File: config.mk
export PLATFORM = sky130hd
export DESIGN_NAME = bounce_anim_engine
export DESIGN_NICKNAME = d
export VERILOG_FILES = /design/src/rtl/anim_pkg.sv /design/src/rtl/anim_box_scan.sv /design/src/rtl/bounce_anim_engine.sv
export SDC_FILE = /design/constraint.sdc
export NUM_CORES = 1
export LEC_CHECK = 0
export BUFFER_PORTS_ARGS = -buffer_cell sky130_fd_sc_hd__buf_2
export CAP_MARGIN = 25
export CORE_UTILIZATION = 40
export DETAILED_ROUTE_END_ITERATION = 16
export PLACE_DENSITY = 0.53
export SYNTH_ARGS = -nofsm -noshare
export SYNTH_HDL_FRONTEND = slang
export SYNTH_SLANG_ARGS = --single-unit
export TNS_END_PERCENT = 5
File: constraint.sdc
create_clock -name clk -period 6.2 [get_ports clk]
set_input_delay 0.31 -clock clk [delete_from_list [all_inputs] [get_ports clk]]
set_output_delay 0.31 -clock clk [all_outputs]
set_load 0.05 [all_outputs]
File: src/rtl/anim_pkg.sv
// Shared types for the bouncing-sprite animation engine: FSM state codes,
// per-object record and the single-axis edge-bounce step.
package anim_pkg;

    localparam int POS_W = 16;

    typedef enum logic [2:0] {
        ST_IDLE  = 3'd0,
        ST_WAIT  = 3'd1,
        ST_ERASE = 3'd2,
        ST_MOVE  = 3'd3,
        ST_DRAW  = 3'd4,
        ST_NEXT  = 3'd5
    } state_t;

    typedef struct packed {
        logic [POS_W-1:0] pos_x;
        logic [POS_W-1:0] pos_y;
        logic             dir_x;
        logic             dir_y;
    } obj_t;

    // Returns {dir, pos} after one step; hi is the largest legal top-left coordinate.
    function automatic logic [POS_W:0] bounce_step(input logic [POS_W-1:0] pos,
                                                   input logic             dir,
                                                   input logic [POS_W-1:0] hi);
        logic [POS_W:0] r;
        if (dir && pos == hi)
            r = {1'b0, pos - POS_W'(1)};
        else if (!dir && pos == '0)
            r = {1'b1, POS_W'(1)};
        else if (dir)
            r = {1'b1, pos + POS_W'(1)};
        else
            r = {1'b0, pos - POS_W'(1)};
        return r;
    endfunction

endpackage

File: src/rtl/anim_box_scan.sv
// Raster counter walking px/py over a BOX x BOX sprite, one pixel per advance.
module anim_box_scan #(
    parameter int W   = 8,
    parameter int BOX = 4
) (
    input  logic         clk,
    input  logic         reset,
    input  logic         start,
    input  logic         adv,
    output logic [W-1:0] px,
    output logic [W-1:0] py,
    output logic         last
);

    localparam logic [W-1:0] EDGE = W'(BOX - 1);

    assign last = (px == EDGE) && (py == EDGE);

    // Counter wraps back to (0,0) after the last pixel, so back-to-back scans need no clear.
    always_ff @(posedge clk or negedge reset) begin
        if (!reset) begin
            px <= '0;
            py <= '0;
        end else if (start) begin
            px <= '0;
            py <= '0;
        end else if (adv) begin
            if (px == EDGE) begin
                px <= '0;
                py <= (py == EDGE) ? '0 : py + W'(1);
            end else begin
                px <= px + W'(1);
            end
        end
    end

endmodule

File: src/rtl/bounce_anim_engine.sv
// N-object bouncing square animator: per frame erases, moves and redraws each
// sprite through the pixel-plot interface, one pixel per clock.
module bounce_anim_engine
    import anim_pkg::*;
#(
    parameter int COORD_W   = 8,
    parameter int COLOR_W   = 3,
    parameter int SCR_W     = 160,
    parameter int SCR_H     = 120,
    parameter int BOX       = 4,
    parameter int NOBJ      = 2,
    parameter int FRAME_CYC = 833333,
    parameter int BG_COLOR  = 0
) (
    input  logic               clk,
    input  logic               reset,
    input  logic               enable,
    output logic [COORD_W-1:0] x,
    output logic [COORD_W-1:0] y,
    output logic [COLOR_W-1:0] color_draw,
    output logic               plot,
    output logic               frame_done,
    output logic               busy,
    output logic [2:0]         state
);

    localparam int TMR_W = (FRAME_CYC > 1) ? $clog2(FRAME_CYC) : 1;
    localparam int OBJ_W = (NOBJ > 1) ? $clog2(NOBJ) : 1;
    localparam logic [TMR_W-1:0] TMR_LOAD = TMR_W'(FRAME_CYC - 1);
    localparam logic [OBJ_W-1:0] OBJ_LAST = OBJ_W'(NOBJ - 1);

    function automatic obj_t obj_init(input int i);
        obj_t o;
        o.pos_x = POS_W'((2 * BOX * i) % (SCR_W - BOX + 1));
        o.pos_y = POS_W'((BOX * i) % (SCR_H - BOX + 1));
        o.dir_x = 1'b1;
        o.dir_y = 1'b1;
        return o;
    endfunction

    state_t             state_q, state_d;
    logic [TMR_W-1:0]   timer_q, timer_d;
    logic [OBJ_W-1:0]   obj_q, obj_d;
    obj_t               objs [NOBJ];
    obj_t               sel;
    logic [POS_W:0]     nx, ny;
    logic [COORD_W-1:0] px, py;
    logic               scan_last, scan_clr, scan_adv, move_en, fdone_d;

    anim_box_scan #(.W(COORD_W), .BOX(BOX)) u_scan (
        .clk   (clk),
        .reset (reset),
        .start (scan_clr),
        .adv   (scan_adv),
        .px    (px),
        .py    (py),
        .last  (scan_last)
    );

    assign sel   = objs[obj_q];
    assign nx    = bounce_step(sel.pos_x, sel.dir_x, POS_W'(SCR_W - BOX));
    assign ny    = bounce_step(sel.pos_y, sel.dir_y, POS_W'(SCR_H - BOX));
    assign state = state_q;
    assign busy  = (state_q == ST_ERASE) || (state_q == ST_MOVE) ||
                   (state_q == ST_DRAW)  || (state_q == ST_NEXT);

    always_comb begin
        state_d  = state_q;
        timer_d  = timer_q;
        obj_d    = obj_q;
        scan_clr = 1'b0;
        scan_adv = 1'b0;
        move_en  = 1'b0;
        fdone_d  = 1'b0;
        case (state_q)
            ST_IDLE: begin
                if (enable) begin
                    state_d = ST_WAIT;
                    timer_d = TMR_LOAD;
                end
            end
            // A low enable freezes the frame timer rather than restarting it.
            ST_WAIT: begin
                if (enable) begin
                    if (timer_q == '0) begin
                        state_d  = ST_ERASE;
                        obj_d    = '0;
                        scan_clr = 1'b1;
                    end else begin
                        timer_d = timer_q - TMR_W'(1);
                    end
                end
            end
            ST_ERASE: begin
                scan_adv = 1'b1;
                if (scan_last) state_d = ST_MOVE;
            end
            ST_MOVE: begin
                move_en  = 1'b1;
                scan_clr = 1'b1;
                state_d  = ST_DRAW;
            end
            ST_DRAW: begin
                scan_adv = 1'b1;
                if (scan_last) state_d = ST_NEXT;
            end
            ST_NEXT: begin
                if (obj_q < OBJ_LAST) begin
                    obj_d    = obj_q + OBJ_W'(1);
                    state_d  = ST_ERASE;
                    scan_clr = 1'b1;
                end else begin
                    obj_d   = '0;
                    fdone_d = 1'b1;
                    state_d = ST_WAIT;
                    timer_d = TMR_LOAD;
                end
            end
            default: state_d = ST_IDLE;
        endcase
    end

    always_ff @(posedge clk or negedge reset) begin
        if (!reset) begin
            state_q <= ST_IDLE;
            timer_q <= TMR_LOAD;
            obj_q   <= '0;
            for (int i = 0; i < NOBJ; i++) objs[i] <= obj_init(i);
        end else begin
            state_q <= state_d;
            timer_q <= timer_d;
            obj_q   <= obj_d;
            if (move_en) begin
                objs[obj_q].pos_x <= nx[POS_W-1:0];
                objs[obj_q].dir_x <= nx[POS_W];
                objs[obj_q].pos_y <= ny[POS_W-1:0];
                objs[obj_q].dir_y <= ny[POS_W];
            end
        end
    end

    // Pixel outputs lag the scan state by one register stage.
    always_ff @(posedge clk or negedge reset) begin
        if (!reset) begin
            x          <= '0;
            y          <= '0;
            color_draw <= '0;
            plot       <= 1'b0;
            frame_done <= 1'b0;
        end else begin
            x          <= COORD_W'(sel.pos_x + POS_W'(px));
            y          <= COORD_W'(sel.pos_y + POS_W'(py));
            color_draw <= (state_q == ST_DRAW) ? COLOR_W'(int'(obj_q) + 1)
                                               : COLOR_W'(BG_COLOR);
            plot       <= (state_q == ST_ERASE) || (state_q == ST_DRAW);
            frame_done <= fdone_d;
        end
    end

endmodule

### Word level (Yosys, flattened, before mapping)

Index checks and enable logic that the tools add are counted.
Widths: inputs -> output; s select.

* $lt $le $gt $ge: 3
* reduce and logical (&&, ||, !) cells: 25
* bitwise logic cells: 1
* multiplexer cells: 53
* eq/ne operators: 16
* $add $sub $neg: 11

Operator list (count)
* $bwmux 68: 4
* $demux 34 s1: 4
* $mux 34: 4
* $mux 17: 6
* $mux 20: 4
* $pmux 20 s3: 1
* $mux 8: 7
* $add 16x1->16 const B: 2
* $logic_not 16->1: 2
* $sub 16x1->16 const B: 2
* $logic_not 20->1: 1
* $sub 20x1->20 const B: 1
* $mux 18: 1
* $pmux 3 s6: 1
* $add 8x1->8 const B: 2
* $add 8x8->8: 2
* $eq 16x7->1 const B: 1
* $eq 16x8->1 const B: 1
* $eq 8x2->1 const B: 2
* $mux 3: 5
* $ne 2x2->1 const B: 7
* $mux 1: 11
* $reduce_and 5->1: 2
* $eq 3x2->1 const B: 2
* other kinds (20): 34

* word-level logic and storage cells: 127
* bits in registers: 128
* input port bits: 3

### Logic depth before layout (Yosys ltp)

Gate-level depths: netlist of run 1.

* depth in word-level cells: 12
* gate-level depth with buffers: 17

### Modules after synthesis

A second synthesis of run 1 with hierarchy kept.

* cells, all modules: 931
* area total of the unflattened synthesis: 8351.8 um^2

By module, submodules not included
* bounce_anim_engine: area an instance 7467.2 um^2, cells an instance 844, instances 1
* anim_box_scan: area an instance 884.6 um^2, cells an instance 87, instances 1

### Worst setup path before layout of run 1

OpenSTA, ideal clock, no wires.

* kind: register to register
* start point: register obj_q
* end point: register objs[11] (netlist name)
* slack: 1906 ps
* arrival time: 4199 ps
* setup time: 95 ps
* cell stages (with the launch flop): 16
* clock period less this slack: 4294 ps
* cell sequence: dfrtp_1 buf_2 buf_2 clkbuf_1 buf_2 buf_1 clkbuf_1 buf_2 mux2i_1 ha_1 o211ai_1 or4_1 a21oi_1 buf_2 a21oi_1 o31ai_1

* cells in the longest elaborated chain, start to end: 10
* elaborated cells on any way between the ends: 26
* those cells by class: add/sub: 2; order compare: 2; eq/ne: 1; mux: 15; bitwise: 1; reduce/logical: 5

Ends and longest elaborated chain
* from (decl): line bounce_anim_engine.sv:43 `logic [OBJ_W-1:0] obj_q, obj_d;`
* from (signal assigned): line bounce_anim_engine.sv:132 `obj_q <= obj_d;`
* $not 1->2 (implied by the code) (*)
* $mux 34 (implied by the code) (3 in series): line bounce_anim_engine.sv:60 `assign sel = objs[obj_q];`
* $sub 16x1->16 (tied with other cells): line anim_pkg.sv:29, anim_pkg.sv:35
* $mux 17 / $logic_and 1x1->1 (equally long branches): line anim_pkg.sv:32, anim_pkg.sv:30
* $mux 17: line anim_pkg.sv:30 `else if (!dir && pos == '0)`
* $mux 17: line anim_pkg.sv:28 `if (dir && pos == hi)`
* $bwmux 68: line bounce_anim_engine.sv:136 `objs[obj_q].pos_y <= ny[POS_W-1:0];`
* $bwmux 68 (*): line bounce_anim_engine.sv:137 `objs[obj_q].dir_y <= ny[POS_W];`
* to (decl): line bounce_anim_engine.sv:44 `obj_t objs [NOBJ];`

Mark *: on every way between the ends. The rest lies on a longest branch, timed or not. The select of a mux whose other input is x is not followed.
A chain may end at the register's enable or synchronous reset.

### Worst setup path after layout of run 1

* start point: register obj_q
* end point: register objs[4] (netlist name)

The elaborated chain is that of the path after synthesis.

==> results.json, run 1 <==
{
  "cts_tree": "done",
  "skew_ns": 0.008800,
  "synth_nets": 965,
  "synth-edff-count": 0,
  "slew_viol_final": 0,
  "drc": 0,
  "seq_area_frac_synth": 0.3942,
  "cellLeakagePower_nw": 4.041,
  "cts_max_level": 4,
  "antenna_found_initial": 0,
  "port_buffers": 26,
  "min_path_type": "input port to flip-flop",
  "worst_pin_slew_ns": 0.8857,
  "powerDensity_nw_per_um2": 221.2,
  "start_util": 0.4135,
  "clock_tree.root_cell": "clkbuf_16",
  "drt_iter0_drc": 405,
  "gp_congestion": 0.8801,
  "final_net_count": 980,
  "totalPowerFinal_mw": 2.039,
  "synth.top_cell.area_share": 0.3396,
  "cp_slowest_cell": "dfrtp_4",
  "crit_type": "flip-flop to flip-flop",
  "num_io_pins": 28,
  "finalHoldViolCount": 0,
  "cts.sink_count": 128,
  "period_needed_ns": 3.816,
  "post_cts_buffers": 0,
  "netlist_instances": 937,
  "synth_flop_cell": "dfrtp_1",
  "worstPathArrival_ns": 4.14,
  "synth_area_leaders": "dfrtp_1, nand2_1, dfstp_2, o21ai_0, mux2i_1",
  "drtAntennaViolNets": 0,
  "max-slew-margin-rel": 0.3942,
  "grt_max_degree": 66,
  "reg2reg_from": "obj_q$_DFFE_PN0P_",
  "wl_um": 21070,
  "crit_family": "compound AO/OA/AOI/OAI gates",
  "vdd_ir_drop_max_uv": 177.0,
  "hold_buffers": 1,
  "synth.cells.most_frequent": "nand2_1, dfrtp_1, o21ai_0",
  "setup_tns_ns": 0,
  "status": "complete, no violations",
  "die_w_um": 145.0,
  "finalSetupViolCount": 0,
  "ctsResizeCount": 0,
  "rows": 51,
  "worstPathCellList": "mux2i_1 > ha_1 > o211ai_1 > or4_1 > a21oi_1 > buf_4 > a221oi_1 > o31ai_1",
  "fp.dieH_um": 145.0,
  "die_area_um2": 21030,
  "fmax_mhz": 262.0,
  "diodes": 0,
  "overflow": 0,
  "min_period_over_period": 0.6155,
  "vias": 6945,
  "drtPass1Iterations": 4,
  "synth.most_common_cell": "nand2_1",
  "cts-buffers-inserted": 17,
  "clk_latency_ns": 0.43,
  "path_max_fanout": 65,
  "synth_top_area_cell": "dfrtp_1",
  "ys_ff_latch": 128,
  "slowest_delay_ns": 0.89,
  "synth_area_um2": 8180,
  "drive_above_1_share": 0.1223,
  "syn2layout_area_growth_pct": 12.66,
  "viasPerCell": 5.646,
  "rsz0062_at_grt": "no",
  "cp.required_ns": 6.52,
  "worstHoldStart": "enable",
  "grt_util_all_layers": 0.2093,
  "dp_hpwl_um": 14740,
  "setup.worst_path.start": "obj_q$_DFFE_PN0P_",
  "synthDistinctLibCells": 69,
  "async_reset_ff_frac": 1.000,
  "post_drt_wl_per_cell_um": 17.13,
  "crit_buf_inv": 1,
  "syn_area_per_cell_um2": 8.730,
  "end_kind": "flip-flop",
  "clock_path_buffers": 2,
  "grt_pass1_wl_um": 35410,
  "max_cap_violations": 0,
  "start_kind": "flip-flop",
  "ys_warn_count": 0,
  "first_global_vias": 6751,
  "core_um2": 19780,
  "clk_pin_slew_worst_paths_ns": 0.06
}
-- routing by layer --
metal	GRT usage	up-vias	routed length, um
met5	0	-	0
met4	0.06702	0	249
met3	0.03333	18	708
met2	0.3264	145	9608
met1	0.2949	3318	10500
li1	-	3464	-
-- stage by stage --
| step | cells | setup slack, ns | utilization | area (um^2) | hold slack [ns] |
|---|---|---|---|---|---|
| global placement | 1196 | 2.508 | 0.4335 | 8574 | 0.3480 |
| finish | 1230 | 2.384 | 0.4659 | 9216 | 0.3965 |
| floorplan | 937 | 1.906 | - | 8180 | 0.01441 |
| CTS | 1230 | 2.410 | 0.4659 | 9216 | 0.3813 |
| detailed placement | 1197 | 2.426 | 0.4340 | 8586 | 0.3465 |
| global route | 1230 | 2.054 | 0.4659 | 9216 | 0.4397 |
-- power breakdown --
part,internal [mW],switching [mW],total (mW)
Combinational,0.0301,0.0543,0.0844
Clock,0.645,0.417,1.06
Sequential,0.869,0.0233,0.892
-- worst min-delay path, stage by stage --
cell      delay [ns]
buf_2           0.10
nand2b_1        0.13
a31oi_1         0.06
nand2_1         0.10
mux2i_1         0.07
-- path summary, 6_finish.rpt --
check | cells past startpoint | slack, ns | to
worst min register to register | 2 | 0.48 | objs[67]$_DFFE_PN0P_
worst min-delay path | 5 | 0.40 | timer_q[0]$_DFFE_PN0P_
max in group asynchronous | 3 | 4.44 | obj_q$_DFFE_PN0P_
worst max register to register | 8 | 2.38 | objs[4]$_DFFE_PN1P_
worst max-delay path | 8 | 2.38 | objs[4]$_DFFE_PN1P_
min in group asynchronous | 2 | 0.44 | x[4]$_DFF_PN0_
-- final cells by class --
cell class                 instances  area, um^2
clock buffer                      17       425.4
clock inverter                    15       195.2
tap                              265       331.6
fill                            1923       10570
multi-input combinational        731        4661
timing repair buffer              40       247.7
sequential                       128        3228
inverter                          34       127.6
-- layout by cell type, fill, tap and decap left out, types with 12 or more instances in the layout --
cell       Yosys  final
a21oi_1       36     36
buf_2          9     25
buf_4          1     12
clkbuf_16      0     17
dfrtp_1      111    110
dfstp_2       17     17
ha_1          23     23
inv_1         34     34
mux2i_1       33     33
nand2_1      124    124
nand3_1       46     45
nor2_1        54     54
nor3_1        35     35
o2111ai_1     12     12
o21ai_0       81     81
o22ai_1       14     14
xnor2_1       30     30
xor2_1        24     24
-- sequential cells by signal, summed over array words and instances, names as in the netlist --
name        flops
color_draw      2
u_scan.py       8
u_scan.px       8
x               8
plot            1
state           3
obj_q           1
objs           68
timer_q        20
y               8
frame_done      1
-- cell families after synthesis --
family / share of synthesized area
muxes: 0.05552
xor gates and xnor gates: 0.05782
and+or+nand+nor: 0.2360
adders and majority gates: 0.04007
DFF: 0.3942
buffers and inverters: 0.03763
other: 0.0004584
AOI/OAI and AO/OA: 0.1783
Note: power is estimated with default switching activity, not from simulation.
==> run 2, diff against run 1 <==
- ABC_AREA: not set -> 1
- clock period: 6.2 -> 3.82 ns (I/O delays scaled with it)
==> run 2 against run 1 <==
- critical path depth up 3
- utilization is 1.8 points lower
- area after synthesis rose by 12%
- clock skew rose by 0.0047 ns
- routed wire length is 17% higher
- critical endpoint is now x[6]$_DFF_PN0_
- highest routed layer unchanged
==> results.json, run 2 <==
{
  "synth_flop_cell": "dfrtp_1",
  "crit_top_cell": "nor2_1",
  "max-slew-margin-rel": 0.4208,
  "cts.sink_count": 128,
  "synth-edff-count": 0,
  "start_util": 0.4069,
  "cp_slowest_cell": "buf_4",
  "min_path_type": "input port to flip-flop",
  "synth_top_area_cell": "dfrtp_1",
  "synth.top_cell.area_share": 0.3024,
  "grt_max_degree": 83,
  "synth.cells.most_frequent": "nand2_1, nor2_1, nand3_1",
  "ys_ff_latch": 128,
  "powerDensity_nw_per_um2": 869.7,
  "fill_cells": 2379,
  "syn2layout_area_growth_pct": 9.998,
  "largest_register_ffs": 68,
  "wl_um": 24750,
  "reg2reg_from": "obj_q$_DFFE_PN0P_",
  "rows": 55,
  "drtAntennaViolNets": 0,
  "layout_common_cells": "nand2_1, nor2_1, nand3_1",
  "port_buffers": 26,
  "cts_tree": "done",
  "cts_max_level": 4,
  "drive_above_1_share": 0.1283,
  "vias": 8590,
  "clock_path_buffers": 2,
  "cp.required_ns": 4.13,
  "finalHoldViolCount": 0,
  "drt_iter0_drc": 621,
  "setup.worst_path.start": "obj_q$_DFFE_PN0P_",
  "end_kind": "flip-flop",
  "synth_area_leaders": "dfrtp_1, nand2_1, nand3_1, nor2_1, dfstp_2",
  "viasPerCell": 5.113,
  "cts-buffers-inserted": 17,
  "post_cts_buffers": 0,
  "gp_congestion": 0.9046,
  "seq_area_frac_synth": 0.3510,
  "worstPathArrival_ns": 3.02,
  "worstPathCellList": "buf_4 > nand2_1 > nand2_2 > ha_1 > inv_1 > fa_1 > o21ai_0 > a21oi_1 > nor2_1 > nor2_1 > xnor2_1",
  "synthDistinctLibCells": 41,
  "dpl.cell_count": 1647,
  "totalPowerFinal_mw": 8.787,
  "die_w_um": 153.5,
  "setup_tns_ns": 0,
  "syn_area_per_cell_um2": 6.744,
  "dp_hpwl_um": 17420,
  "synth_area_um2": 9185,
  "top_regs": "objs: 68 flops, timer_q: 20 flops",
  "drtPass1Iterations": 5,
  "finalSetupViolCount": 0,
  "netlist_instances": 1362,
  "antenna_found_initial": 0,
  "top_register": "objs",
  "ys_warn_count": 0,
  "fmax_mhz": 369.0,
  "fin_cells": 1680,
  "fp.dieH_um": 153.5,
  "clk_pin_slew_worst_paths_ns": 0.06,
  "crit_buf_inv": 2,
  "status": "complete, no violations",
  "num_io_pins": 28,
  "slowest_delay_ns": 0.59,
  "worstHoldStart": "enable",
  "cellLeakagePower_nw": 5.028,
  "drc": 0,
  "worst_pin_slew_ns": 0.8678,
  "start_kind": "flip-flop",
  "slew_viol_final": 0,
  "final_net_count": 1410,
  "synth.most_common_cell": "nand2_1",
  "rsz0062_at_grt": "no",
  "vdd_ir_drop_max_uv": 344.9,
  "async_reset_ff_frac": 1.000,
  "clk_latency_ns": 0.42,
  "post_drt_wl_per_cell_um": 14.73,
  "final_common_cell": "nand2_1",
  "overflow": 0,
  "crit_family": "buffers and inverters",
  "fin_util": 0.4476,
  "skew_ns": 0.01353,
  "synth_nets": 1390,
  "period_needed_ns": 2.710,
  "grt_pass1_wl_um": 41410,
  "grt_util_all_layers": 0.2199,
  "crit_type": "flip-flop to flip-flop",
  "max_cap_violations": 0,
  "core_um2": 22570,
  "min_period_over_period": 0.7095,
  "path_max_fanout": 66,
  "first_global_vias": 8110,
  "die_area_um2": 23570,
  "clock_tree.root_cell": "clkbuf_16",
  "diodes": 0
}
==> run 2: changes by cell type in the layout (fill, tap and decap cells not counted), sizes merged, moves of 11 or more <==
cell and delta:
o22ai -12, nand3 +100, nor3 -26, mux2i -33
nor4 -11, a21oi -21, nor2 +113, nand4 +20
nand2 +388, a21o -11, inv +95, xnor2 -22
mux2 -11
==> run 2: cell families after synthesis <==
kind of cell | count (synthesis) | synth area share
flops | 128 | 0.3510
other cells | 1 | 0.0004083
simple gates | 876 | 0.4200
compound gates | 121 | 0.07451
xor+xnor | 41 | 0.03910
fa+ha+maj | 25 | 0.03569
buf+inv | 170 | 0.07928
==> run 2: path summary, 6_finish.rpt <==
check | endpoint | slack (ns) | cells after the start
max | x[6]$_DFF_PN0_ | 1.11 | 11
min in group asynchronous | u_scan.px[5]$_DFFE_PN0P_ | 0.38 | 2
max in group asynchronous | objs[41]$_DFFE_PN0P_ | 2.53 | 3
min | state[0]$_DFFE_PN0P_ | 0.27 | 3
max reg2reg | x[6]$_DFF_PN0_ | 1.11 | 11
min reg2reg | objs[11]$_DFFE_PN0P_ | 0.48 | 2
==> run 2: area by class of cell <==
cell class | count | area [um^2] | area share
multi-input cells | 1064 | 5245 | 0.5191
clock inverters | 12 | 101.3 | 0.01003
well taps | 285 | 356.6 | 0.03529
flip-flops and latches | 128 | 3226 | 0.3193
inverters | 133 | 499.2 | 0.04941
clock buffers | 20 | 446.7 | 0.04421
repair buffers | 38 | 229.0 | 0.02266
==> run 2: tightest hold or removal path, cell delays in order <==
cell	delay (ns)
buf_2	0.14
o21ai_0	0.13
o21bai_1	0.17
==> run 2: power breakdown <==
group	switching (mW)	internal, mW	leakage, nW	total [mW]
logic	3.64	1.45	3.10	5.08
registers	0.294	1.88	1.67	2.17
clock network	0.669	0.862	0.259	1.53
==> run 2: stage by stage <==
stage / setup WS [ns] / area, um^2 / hold slack (ns)
CTS: 1.102 / 10100 / 0.2449
detailed placement: 1.083 / 9545 / 0.3206
finish: 1.110 / 10100 / 0.2658
floorplan: 1.649 / 9185 / -0.1046
global route: 0.7614 / 10100 / 0.2751
global placement: 1.157 / 9545 / 0.3140
==> run 2: what timing repair did <==
| action | 4_1_cts | 5_1_grt |
|---|---|---|
| endpoints found under the setup margin | 0 | 0 |
| hold endpoints to repair | 63 | 0 |
| resized for setup | 0 | 0 |
| hold buffers | 1 | 0 |
==> run 2: per-layer routing <==
metal  track usage  wire (um)
met5             0          0
met3       0.03298        747
met4       0.05762        297
met1        0.3048      12510
met2        0.3578      11190
